$ cat config.mk
export PLATFORM = sky130hd
export DESIGN_NAME = hilo_mul_issue
export DESIGN_NICKNAME = d
export VERILOG_FILES = /design/src/rtl/hilo_mul_issue.sv
export SDC_FILE = /design/constraint.sdc
export NUM_CORES = 1
export LEC_CHECK = 0
export CAP_MARGIN = 15
export CELL_PAD_IN_SITES_DETAIL_PLACEMENT = 0
export CELL_PAD_IN_SITES_GLOBAL_PLACEMENT = 1
export CORE_UTILIZATION = 34
export DETAILED_ROUTE_END_ITERATION = 8
export GPL_TIMING_DRIVEN = 0
export PLACE_DENSITY = 0.95
export REMOVE_ABC_BUFFERS = 1
export SLEW_MARGIN = 25
export SYNTH_ARGS = -nofsm -noshare
export SYNTH_HDL_FRONTEND = slang
export SYNTH_SLANG_ARGS = --single-unit
$ cat constraint.sdc
create_clock -name clk -period 4.5 [get_ports clk]
set_clock_uncertainty 0.2 [all_clocks]
set_input_delay 0.9 -clock clk [delete_from_list [all_inputs] [get_ports clk]]
set_output_delay 0.9 -clock clk [all_outputs]
set_load 0.005 [all_outputs]
$ cat src/rtl/hilo_mul_issue.sv
// Multiply issue/commit controller: launches MULT/MULTU to a multi-cycle multiplier, stalls EX
// while the product is in flight, and owns the HI/LO registers. Watchdog macro: HILO_MUL_WATCHDOG_EN.
module hilo_mul_issue #(
    parameter int unsigned TIMEOUT = 32'd16
) (
    input  logic        clk,
    input  logic        rst,
    input  logic        op_valid,
    input  logic        op_mult,
    input  logic        op_signed,
    input  logic        op_mthi,
    input  logic        op_mtlo,
    input  logic [31:0] rs_data,
    input  logic [31:0] rt_data,
    input  logic        pipe_enable,
    input  logic        flush,
    output logic        mul_start,
    output logic        mul_signed,
    output logic [31:0] mul_a,
    output logic [31:0] mul_b,
    output logic        mul_annul,
    input  logic [63:0] mul_result,
    input  logic        mul_ready,
    output logic        stall,
    output logic [31:0] hi,
    output logic [31:0] lo,
    output logic        mul_timeout
);

    typedef enum logic [1:0] {
        S_IDLE = 2'd0,
        S_BUSY = 2'd1,
        S_HOLD = 2'd2
    } state_t;

    state_t      state_q, state_d;
    logic        start_q, start_d;
    logic        signed_q, signed_d;
    logic [31:0] a_q, a_d;
    logic [31:0] b_q, b_d;
    logic        annul_q, annul_d;
    logic [31:0] hi_q, hi_d;
    logic [31:0] lo_q, lo_d;
    logic        mult_req_s;
    logic        wr_ok_s;
    logic        wd_expire_s;

    assign mult_req_s = op_valid & op_mult & ~flush;
    assign wr_ok_s    = op_valid & pipe_enable & ~flush;

`ifdef HILO_MUL_WATCHDOG_EN
    localparam int unsigned CNT_W = $clog2(TIMEOUT + 32'd1);

    logic [CNT_W-1:0] cnt_q, cnt_d;
    logic             timeout_q, timeout_d;

    assign wd_expire_s = (cnt_q == CNT_W'(TIMEOUT - 32'd1));

    // Watchdog counter and sticky timeout flag; counter restarts on every BUSY entry.
    always_comb begin
        cnt_d     = {CNT_W{1'b0}};
        timeout_d = timeout_q;
        if (state_q == S_BUSY && state_d == S_BUSY) begin
            cnt_d = cnt_q + {{(CNT_W-1){1'b0}}, 1'b1};
        end else begin
            cnt_d = {CNT_W{1'b0}};
        end
        if (state_q == S_BUSY && !flush && !mul_ready && wd_expire_s) begin
            timeout_d = 1'b1;
        end else begin
            timeout_d = timeout_q;
        end
    end

    // Watchdog registers.
    always_ff @(posedge clk or negedge rst) begin
        if (!rst) begin
            cnt_q     <= {CNT_W{1'b0}};
            timeout_q <= 1'b0;
        end else begin
            cnt_q     <= cnt_d;
            timeout_q <= timeout_d;
        end
    end

    assign mul_timeout = timeout_q;
`else
    assign wd_expire_s = 1'b0;
    assign mul_timeout = 1'b0;
`endif

    // Next-state, operand capture and HI/LO update.
    always_comb begin
        state_d  = state_q;
        start_d  = start_q;
        signed_d = signed_q;
        a_d      = a_q;
        b_d      = b_q;
        annul_d  = 1'b0;
        hi_d     = hi_q;
        lo_d     = lo_q;
        case (state_q)
            S_IDLE: begin
                if (mult_req_s) begin
                    a_d      = rs_data;
                    b_d      = rt_data;
                    signed_d = op_signed;
                    start_d  = 1'b1;
                    state_d  = S_BUSY;
                end else begin
                    state_d  = S_IDLE;
                end
                if (wr_ok_s && op_mthi) begin
                    hi_d = rs_data;
                end else begin
                    hi_d = hi_q;
                end
                if (wr_ok_s && op_mtlo) begin
                    lo_d = rs_data;
                end else begin
                    lo_d = lo_q;
                end
            end
            S_BUSY: begin
                // A flush beats a same-cycle ready: the product is dropped.
                if (flush) begin
                    annul_d = 1'b1;
                    start_d = 1'b0;
                    state_d = S_IDLE;
                end else if (mul_ready) begin
                    hi_d    = mul_result[63:32];
                    lo_d    = mul_result[31:0];
                    start_d = 1'b0;
                    state_d = pipe_enable ? S_IDLE : S_HOLD;
                end else if (wd_expire_s) begin
                    annul_d = 1'b1;
                    start_d = 1'b0;
                    state_d = S_IDLE;
                end else begin
                    state_d = S_BUSY;
                end
            end
            S_HOLD: begin
                if (flush || pipe_enable) begin
                    state_d = S_IDLE;
                end else begin
                    state_d = S_HOLD;
                end
            end
            default: begin
                state_d = S_IDLE;
                start_d = 1'b0;
            end
        endcase
    end

    // Main state and output registers.
    always_ff @(posedge clk or negedge rst) begin
        if (!rst) begin
            state_q  <= S_IDLE;
            start_q  <= 1'b0;
            signed_q <= 1'b0;
            a_q      <= 32'd0;
            b_q      <= 32'd0;
            annul_q  <= 1'b0;
            hi_q     <= 32'd0;
            lo_q     <= 32'd0;
        end else begin
            state_q  <= state_d;
            start_q  <= start_d;
            signed_q <= signed_d;
            a_q      <= a_d;
            b_q      <= b_d;
            annul_q  <= annul_d;
            hi_q     <= hi_d;
            lo_q     <= lo_d;
        end
    end

    // Gated by rst so every output reads 0 while reset is held.
    assign stall = rst & (((state_q == S_IDLE) & mult_req_s) |
                          ((state_q == S_BUSY) & ~mul_ready));

    assign mul_start  = start_q;
    assign mul_signed = signed_q;
    assign mul_a      = a_q;
    assign mul_b      = b_q;
    assign mul_annul  = annul_q;
    assign hi         = hi_q;
    assign lo         = lo_q;

endmodule
* After elaboration in Yosys (flattened, before gate mapping)
Index checks and enable logic that the tools add are counted.
** Storage, ports and cells
- Output and inout port bits :: 133
- Word-level logic and storage cells :: 56
- Register bits :: 133
** Cells by class
- Muxes and demuxes :: 20
- Bitwise logic cells :: 11
- Eq/ne operators :: 8
- Reductions and logical operators :: 9
** Operators with widths (number)
- $mux W32 :: 6
- $pmux W32 S2 :: 2
- $ne A2 B2 Y1 const B :: 5
- $mux W2 :: 4
- $reduce_and A4 Y1 :: 2
- $and A1 B1 Y1 :: 7
- $mux W1 :: 6
- $pmux W2 S3 :: 1
- $ne A3 B3 Y1 const B :: 1
- $not A1 Y1 :: 3
- $pmux W1 S3 :: 1
- $reduce_and A3 Y1 :: 1
- $eq A2 B1 Y1 const B :: 1
- $eq A2 B2 Y1 const B :: 1
- $logic_and A1 B1 Y1 :: 2
- $logic_not A2 Y1 :: 1
- $reduce_and A2 Y1 :: 1
- $reduce_bool A2 Y1 :: 1
- $logic_or A1 B1 Y1 :: 1
- $or A1 B1 Y1 :: 1

* Logic depth before layout (Yosys ltp)
Gate-level depths: netlist (run 1).
- Word-level depth :: 5
- Depth in mapped cells :: 6
- Gate-level depth less buffers :: 3

* Worst setup path after synthesis (run 1)
No wires, ideal clock.
- Path kind :: in2out
- Start :: in flush
- End :: out stall
- Cell stages on the path :: 6
- Buffers on the path :: 3
- Data required time :: 3400 ps
- Setup slack :: 1414 ps
- Data arrival time :: 1986 ps
- Cells stage by stage :: clkbuf_2 nor4b_4 nand2_2 buf_6 buf_6 a21boi_0
** Between the ends
- Word-level cells in the longest chain between the ends :: 5
** Ends and longest elaborated chain
- start, declared :: line 16 : input logic flush,
- $not A1 Y1 :: line 48 : assign mult_req_s = op_valid & op_mult & ~flush;
- $and A1 B1 Y1 :: line 48
- $and A1 B1 Y1 :: line 181 : assign stall = rst & (((state_q == S_IDLE) & mult_req_s) |
- $or A1 B1 Y1 :: line 181
- $and A1 B1 Y1 :: line 181
- end, declared :: line 24 : output logic stall,
Every way passes these cells.

* Worst setup path after layout (run 1)
Same ends and word-level chain as after synthesis.

==> impl_metrics.tcl, run 1 <==
set metrics [dict create \
    cts_buffers 17 \
    final_area_um2 9339 \
    critPathBufInv 3 \
    reg2regPathDepth 3 \
    grt_overflow_total 0 \
    totalWireLength_um 17040 \
    drtAntennaViolNets 0 \
    cts-root-buf "clkbuf_16" \
    num_rows 47 \
    synthTopCellsByArea "dfrtp_1, o221a_2, mux2_4" \
    wire_per_inst_um 19.26 \
    vias_per_cell 4.980 \
    port_buffers 269 \
    nets 791 \
    gp_congestion 0.7617 \
    timing.fmax_mhz 239.0 \
    async_reset_ff_frac 1.000 \
    relSlewSlack 0.3131 \
    rsz0062_at_grt "no" \
    grt_start_max_net_pins 69 \
    cts_hold_buf 0 \
    cp_data_required_time_ps 3400 \
    synth_cell_types 35 \
    status "finished clean" \
    whs_ps 224.1 \
    instances_no_fill 885 \
    num_antenna_cells 0 \
    first_iter_violations 181 \
    grt_antenna_before_repair 0 \
    grt_pass1_vias 4798 \
    crit_arrival_ps 3080 \
    start_util 0.3463 \
    drc 0 \
    yosys_most_used_dff "dfrtp_1" \
    clkSinkCount 133 \
    start_kind "primary input" \
    cpMostUsedCell "clkdlybuf4s50_1" \
    finalCritPeriodShare 0.9296 \
    drv_slew 0 \
    firstDrtPassIters 6 \
    vias 4407 \
    placed_area_um2 8653 \
    die_area_um2 17360 \
    ioPinCount 271 \
    fin_crit_ps 4183 \
    yosys_warnings 0 \
    hp-class "in2async" \
    synth_top_area_cell "dfrtp_1" \
    fp.coreArea_um2 16520 \
    fill_cells 1306 \
    synth-seq-cells 133 \
    endpoint_kind "primary output" \
    p_leak_nw 3.756 \
    crit_chain "clkdlybuf4s50_1 -> nor4b_4 -> buf_4 -> nand2_8 -> a21boi_0 -> clkdlybuf4s50_1" \
    cts.clk_slew.worst_paths_ps 60 \
    clk_latency_ps 410 \
    power.density_nw_per_um2 472.0 \
    place_inst 850 \
    crit_type "in2out" \
    cts_tree "yes" \
    dp.final_hpwl_um 11610 \
    critPathMaxFanout 34 \
    cap_violations 0 \
    die_w_um 131.7 \
    r2r_slack_ps 1930 \
    htreeDepth 4 \
    peakVddDrop_mv 0.2441 \
    synth.top_cell.area_share 0.5815 \
    seq_area_frac_synth 0.5815 \
    reg2reg_from "state_q[1]$_DFF_PN0_" \
    crit_slowest_cell "clkdlybuf4s50_1" \
    synthToLayoutAreaGrowth_pct 63.18 \
    hold_viol_final 0 \
    grt_usage 0.1985 \
    total_power_w 0.004408 \
    worst-slew-pin-transition_ps 1027 \
    post-route-util 0.5652 \
    synth_edf_count 0 \
    report.final.setup_viol 0 \
    postSynthAreaPerCell_um2 14.94 \
    die_h_um 131.7 \
    grt_pass1_wl_um 26520 \
    syn_area_um2 5723 \
    critPathTopFamily "buffers and inverters" \
    cpPeakStageDelay_ps 620 \
    worstReg2RegEnd "lo[21]$_DFFE_PN0P_" \
    drive_gt1_frac 0.2556 \
    netlist_instances 383 \
    clockBufferDepth 2 \
]
## cells in the mapped netlist (all sizes together) (2+ instances only)
library cell  number
dfrtp            133
mux2              65
o221a             62
nand2b            43
or2b              20
buf               16
clkbuf            13
nand2              3
nor2               3
a211oi             2
a21oi              2
a311oi             2
nand3              2
nor4b              2
o21ai              2
## flip-flops by register name, summed over array words and instances, names as in the netlist
| signal | flops |
|---|---|
| hi | 32 |
| lo | 32 |
| mul_a | 32 |
| mul_annul | 1 |
| mul_b | 32 |
| mul_signed | 1 |
| mul_start | 1 |
| state_q | 2 |
## cell type report
cell class | instances | area (um^2) | area share
well taps | 220 | 275.3 | 0.02947
clock buffers | 20 | 456.7 | 0.04890
repair buffers | 279 | 2856 | 0.3059
flip-flops and latches | 133 | 3328 | 0.3564
inverters | 1 | 3.754 | 0.0004019
clock inverters | 11 | 175.2 | 0.01876
multi-input cells | 221 | 2243 | 0.2402
## repair_timing
| action | 4_1_cts | 5_1_grt |
|---|---|---|
| setup endpoints to repair | 1 | 1 |
| gates cloned | 0 | 1 |
| buffers inserted | 2 | 0 |
| resized for setup | 0 | 0 |
| pin swaps | 1 | 1 |
## worst max path at each step
stage | startpoint | end | slack [ps] | cells after the start
after floorplan | flush | hi[14]$_DFFE_PN0P_ | -1200 | 3
after global placement | flush | hi[20]$_DFFE_PN0P_ | -5120 | 4
after detailed placement | flush | stall | -150 | 5
after CTS | flush | stall | 130 | 6
after global routing | flush | stall | 150 | 6
final | flush | stall | 320 | 6
## power breakdown
| group | switching [W] | internal [W] | total, W |
|---|---|---|---|
| Combinational | 0.000351 | 0.000895 | 0.00125 |
| Clock | 0.000529 | 0.000957 | 0.00149 |
| Sequential | 0.000178 | 0.00150 | 0.00167 |
## metrics by stage
step | setup TNS [ps] | worst slack (ps)
2_1_floorplan | -71660 | -1198
3_3_place_gp | -651710 | -5118
3_5_place_dp | -150.6 | -150.6
4_1_cts | 0 | 125.9
5_1_grt | 0 | 147.7
6_report | 0 | 316.7
## worst register-to-register path, cell delays in order (launching register included)
cell     delay [ps]
dfrtp_1         500
or4b_4          610
o21ai_4         830
o221a_2         370
## layer usage
metal  up-vias  GRT usage  routed length (um)
met5         -          0                   0
met3        27    0.06190                1151
met4         0    0.07817                 376
met2       210     0.3392                8443
met1      2199     0.2321                7070
li1       1971          -                   -
## kinds of logic (layout without fill, tap and decap cells)
family                 count (synthesis)  count (layout)  synth area share
AOI/OAI and AO/OA                     72              72            0.1377
muxes                                 66              66            0.1480
other                                  1               1         0.0006553
DFF                                  133             133            0.5815
and+or+nand+nor                       81              82           0.09685
buffers and inverters                 30             311           0.03520
## cell usage in the layout (no fill, tap or decap), drive strengths merged, types with 2 or more instances in the layout
cell           count
nor4b              2
nand2              4
nand2b            43
or2b              20
dfrtp            133
buf               11
bufinv             4
clkbuf            20
mux2              65
a21oi              2
o21ai              2
nand3              2
inv                2
nor2               3
o221a             62
a211oi             2
clkdlybuf4s50    268
clkinvlp           2
clkinv             4
a311oi             2
Power figures use the tool's default switching activity.
==> run 2, diff against run 1 <==
CORE_UTILIZATION = 32   (was 34)
PLACE_DENSITY = 0.92   (was 0.95)
clock period = 4.2 ns   (was 4.5 ns; I/O delays follow)
==> run 2 against run 1 <==
Combinational power increased by 7%. Final area increased by 0.28%. First-iteration DRC count decreased by 18%. Total power increased by 6.2%. Clock power increased by 4%. Critical path type unchanged. Clock-buffer cell count decreased by 1. Via count decreased by 0.41%. Non-clock buffer count increased by 1. Register-to-register slack got worse by 240 ps. Highest routed layer unchanged. Flip-flop and latch count unchanged.
==> impl_metrics.tcl, run 2 (same netlist as run 1, synthesis figures left out) <==
set metrics [dict create \
    dp.final_hpwl_um 11820 \
    gp_congestion 0.7766 \
    fill_cells 1457 \
    die_w_um 135.7 \
    p_leak_nw 3.759 \
    fp.coreArea_um2 17360 \
    power.density_nw_per_um2 499.7 \
    worst-slew-pin-transition_ps 640.4 \
    reg2regPathDepth 6 \
    grt_pass1_wl_um 26230 \
    peakVddDrop_mv 0.2609 \
    drv_slew 0 \
    relSlewSlack 0.5724 \
    place_ws_ps -341.1 \
    globalRouteMet3Util 0.05574 \
    vias 4389 \
    cap_violations 0 \
    status "finished clean" \
    num_rows 48 \
    cts_hold_buf 0 \
    cts.clk_slew.worst_paths_ps 60 \
    clock_power_share 0.331 \
    fin_ws_ps 389.3 \
    pwr-share-comb 0.286 \
    critPathMaxFanout 34 \
    clkSinkCount 133 \
    p_int_w 0.003523 \
    grt_overflow_total 0 \
    clockBufferDepth 2 \
    crit_type "in2out" \
    start_util 0.3297 \
    hold_viol_final 0 \
    endpoint_kind "primary output" \
    first_iter_violations 149 \
    die_area_um2 18420 \
    grt_start_max_net_pins 70 \
    port_buffers 269 \
    report.final.setup_viol 0 \
    rsz0062_at_grt "no" \
    num_antenna_cells 0 \
    finalCritPeriodShare 0.9073 \
    die_h_um 135.7 \
    ioPinCount 271 \
    cts_buffers 17 \
    seqPwrFrac 0.384 \
    totalWireLength_um 17450 \
    drc 0 \
    hp-class "in2async" \
    final_cell_mix "clkdlybuf4s50_1, dfrtp_1, o221a_2" \
    cts_tree "yes" \
    timing.fmax_mhz 262.4 \
    met1_usage 0.2149 \
    whs_ps 182.2 \
    seq_area_um2 3328 \
    htreeDepth 4 \
    grt_pass1_vias 4654 \
    grt_antenna_before_repair 0 \
    cp_data_required_time_ps 3160 \
    grt_use_met2 0.3359 \
    busiest_layer "met2" \
    start_kind "primary input" \
    wire_per_inst_um 19.56 \
    drive_gt1_frac 0.2579 \
    clk_latency_ps 410 \
    p_sw_w 0.001157 \
    layout_commonest_cell "clkdlybuf4s50_1" \
    crit_arrival_ps 2770 \
    switching_share 0.2471 \
    vias_per_cell 4.920 \
    fin_crit_ps 3811 \
    cts-root-buf "clkbuf_16" \
    drtAntennaViolNets 0 \
    firstDrtPassIters 4 \
    grt_usage 0.1902 \
    multi_input_area_um2 2243 \
    synthToLayoutAreaGrowth_pct 63.64 \
    nets 792 \
]
-- run 2: changes by cell type in the layout (fill, tap and decap cells not counted), sizes merged --
cell and change:
clkdlybuf4s50 -1, clkinvlp +3, clkinv -3, clkbuf -1, dlymetal6s2s +1, bufinv -1, buf +1, inv +3
-- run 2: cell type report --
| cell class | instances | area share |
|---|---|---|
| sequential | 133 | 0.3554 |
| timing repair buffer | 280 | 0.3090 |
| multi-input combinational | 221 | 0.2395 |
| clock buffer | 19 | 0.04729 |
| tap | 225 | 0.03006 |
| clock inverter | 13 | 0.01830 |
| inverter | 1 | 0.0004008 |
-- run 2: stage by stage --
| step | setup TNS [ps] | std cells | utilization | instance area (um^2) | total power (W) |
|---|---|---|---|---|---|
| 3_3_place_gp | -716260 | 848 | 0.4897 | 8499 | 0.003096 |
| 3_5_place_dp | -341.1 | 855 | 0.4994 | 8667 | 0.003143 |
| 4_1_cts | 0 | 890 | 0.5363 | 9308 | 0.004727 |
| 5_1_grt | 0 | 892 | 0.5396 | 9365 | 0.004895 |
| 2_1_floorplan | -87020 | 354 | - | 5525 | 0.002204 |
| 6_report | 0 | 892 | 0.5396 | 9365 | 0.004680 |
-- run 2: timing repair --
| item | in CTS | in global routing |
|---|---|---|
| pin swaps | 2 | 0 |
| buffers inserted | 2 | 0 |
| endpoints found under the setup margin | 1 | 1 |
| gates resized for setup | 0 | 1 |
| cloned | 1 | 0 |
-- run 2: worst max-delay path, stage by stage --
cell and delay (ps):
clkdlybuf4s50_1 510, nor4b_4 200, buf_4 180, nand2_8 210
a21boi_0 280, clkdlybuf4s50_1 540
-- run 2: metal layers --
metal  part of all wire  up-vias
li1                   -     1979
met2               0.51      196
met1               0.39     2192
met4              0.018        0
met3              0.074       22
met5                  0        -
-- run 2: final timing paths --
path                                       from  slack, ps                    end
hold reg to reg            mul_a[6]$_DFFE_PN0P_        300   mul_a[6]$_DFFE_PN0P_
setup / recovery                       op_valid        390                  stall
min in group clk           mul_a[6]$_DFFE_PN0P_        300   mul_a[6]$_DFFE_PN0P_
hold / removal                              rst        180  mul_b[23]$_DFFE_PN0P_
max in group asynchronous                   rst       2920  mul_a[11]$_DFFE_PN0P_
setup reg to reg           state_q[1]$_DFF_PN0_       1690     hi[21]$_DFFE_PN0P_
-- run 2: power groups by stage --
stage	sequential, W	clock, W	combinational [W]
after floorplan	0.00181	0	0.000392
after global placement	0.00179	0	0.00131
after detailed placement	0.00181	0	0.00134
after CTS	0.00179	0.00158	0.00135
after global routing	0.00183	0.00164	0.00143
final	0.00180	0.00155	0.00134
==> run 3, diff against run 2 <==
CORE_MARGIN = 1.5   (was default)
CTS_CLUSTER_DIAMETER = 40   (was default)
==> run 3 against run 2 <==
Die area up 1.5%. Total power increased by 1.9%. Flip-flop and latch count unchanged. Final cell count did not move. Via count grew 0.98%. Global-route usage is 0.72 points lower. Sequential power hardly changed. Sequential share of layout area fell by 0.16 points. First-iteration DRC count increased by 4.7%. Worst setup slack got worse by 160 ps. Clock power increased by 6%. Critical endpoint unchanged. Highest routed layer unchanged.
==> impl_metrics.tcl, run 3 (same netlist as run 1, synthesis figures left out) <==
set metrics [dict create \
    status "finished clean" \
    fin_ws_ps 234.2 \
    port_buffers 269 \
    crit_slowest_cell "clkdlybuf4s50_1" \
    die_h_um 136.7 \
    firstDrtPassIters 4 \
    p_int_w 0.003627 \
    instances_no_fill 892 \
    place_ws_ps -342.4 \
    num_antenna_cells 0 \
    die_area_um2 18700 \
    critPathMaxFanout 44 \
    drive_gt1_frac 0.2579 \
    endpoint_kind "primary output" \
    report.final.setup_viol 0 \
    clk_latency_ps 410 \
    relSlewSlack 0.4862 \
    grt_overflow_total 0 \
    fill_cells 1421 \
    p_leak_nw 3.783 \
    nets 792 \
    cts_buffers 17 \
    start_kind "primary input" \
    cts_hold_buf 0 \
    reg2regPathDepth 6 \
    cp_data_required_time_ps 3160 \
    fin_crit_ps 3966 \
    grt_pass1_vias 4833 \
    grt_start_max_net_pins 69 \
    crit_arrival_ps 2930 \
    final_cell_mix "clkdlybuf4s50_1, dfrtp_1, o221a_2" \
    fp.coreArea_um2 17360 \
    p_sw_w 0.001143 \
    drtAntennaViolNets 0 \
    num_rows 48 \
    cts.clk_slew.worst_paths_ps 60 \
    vias 4432 \
    cap_violations 0 \
    hold_viol_final 0 \
    synthToLayoutAreaGrowth_pct 64.39 \
    crit_chain "clkdlybuf4s50_1 -> nor4b_4 -> buf_4 -> nand2_8 -> buf_16 -> a21boi_0 -> clkdlybuf4s50_1" \
    cts_tree "yes" \
    peakVddDrop_mv 0.2618 \
    finalCritPeriodShare 0.9442 \
    rsz0062_at_grt "no" \
    ioPinCount 271 \
    place_inst 856 \
    pwr-share-comb 0.281 \
    power.density_nw_per_um2 507.0 \
    gp_congestion 0.7763 \
    htreeDepth 4 \
    grt_pass1_wl_um 26030 \
    cpMostUsedCell "clkdlybuf4s50_1" \
    clkSinkCount 133 \
    cpPeakStageDelay_ps 540 \
    cts-root-buf "clkbuf_16" \
    dp.final_hpwl_um 12280 \
    layout_commonest_cell "clkdlybuf4s50_1" \
    cp-startpoint "op_valid" \
    clock_power_share 0.344 \
    clockBufferDepth 2 \
    grt_antenna_before_repair 0 \
    reg2reg_from "state_q[1]$_DFF_PN0_" \
    switching_share 0.2396 \
    drc 0 \
    grt_usage 0.1830 \
    crit_type "in2out" \
    hp-class "in2async" \
    vias_per_cell 4.969 \
    r2r_slack_ps 1740 \
    seqPwrFrac 0.376 \
    die_w_um 136.7 \
    wire_per_inst_um 19.05 \
    start_util 0.3297 \
    worst-slew-pin-transition_ps 769.6 \
    totalWireLength_um 16990 \
    timing.fmax_mhz 252.2 \
    drv_slew 0 \
    first_iter_violations 156 \
]
-- run 3: path summary, 6_finish.rpt --
kind | end
setup / recovery | stall
hold / removal | lo[27]$_DFFE_PN0P_
setup reg to reg | hi[12]$_DFFE_PN0P_
hold reg to reg | mul_a[12]$_DFFE_PN0P_
max in group asynchronous | lo[30]$_DFFE_PN0P_
min in group clk | mul_a[12]$_DFFE_PN0P_
-- run 3: layer usage --
layer	GRT usage	wire length, um
met1	0.2194	6904
met2	0.3132	8609
met3	0.05556	1253
met4	0.05851	225
met5	0	0
-- run 3: power groups by stage --
stage	Combinational, W	Clock [W]	Sequential (W)
after floorplan	0.000392	0	0.00181
after global placement	0.00131	0	0.00179
after detailed placement	0.00134	0	0.00181
after CTS	0.00135	0.00168	0.00179
after global routing	0.00143	0.00174	0.00183
final	0.00134	0.00164	0.00179
-- run 3: metrics by stage --
| step | util | area, um^2 | TNS (ps) | power (W) | hold WS, ps |
|---|---|---|---|---|---|
| final | 0.5420 | 9408 | 0 | 0.004770 | 159.6 |
| after global routing | 0.5420 | 9408 | 0 | 0.004998 | 189.5 |
| after detailed placement | 0.5000 | 8678 | -342.4 | 0.003150 | 291.1 |
| after floorplan | - | 5525 | -87020 | 0.002204 | 304.4 |
| after CTS | 0.5389 | 9353 | 0 | 0.004819 | 177.2 |
| after global placement | 0.4897 | 8499 | -732780 | 0.003099 | 286.2 |
-- run 3: worst max-delay path, delay by kind of cell --
kind / cells / cell delay [ps]
AOI/OAI and AO/OA: 1 / 220
buffers and inverters: 4 / 1500
and+or+nand+nor: 2 / 360
-- run 3: cell type report --
type,instances,area [um^2],area share
sequential,133,3328,0.3538
inverter,1,3.754,0.0003990
clock buffer,18,429.2,0.04562
tap,225,281.5,0.02992
timing repair buffer,281,2910,0.3093
multi-input combinational,220,2232,0.2373
clock inverter,14,222.7,0.02367
-- run 3: repair_timing --
item                       4_1_cts  5_1_grt
gates resized for setup          2        0
setup endpoints to repair        1        0
buffers inserted                 2        0
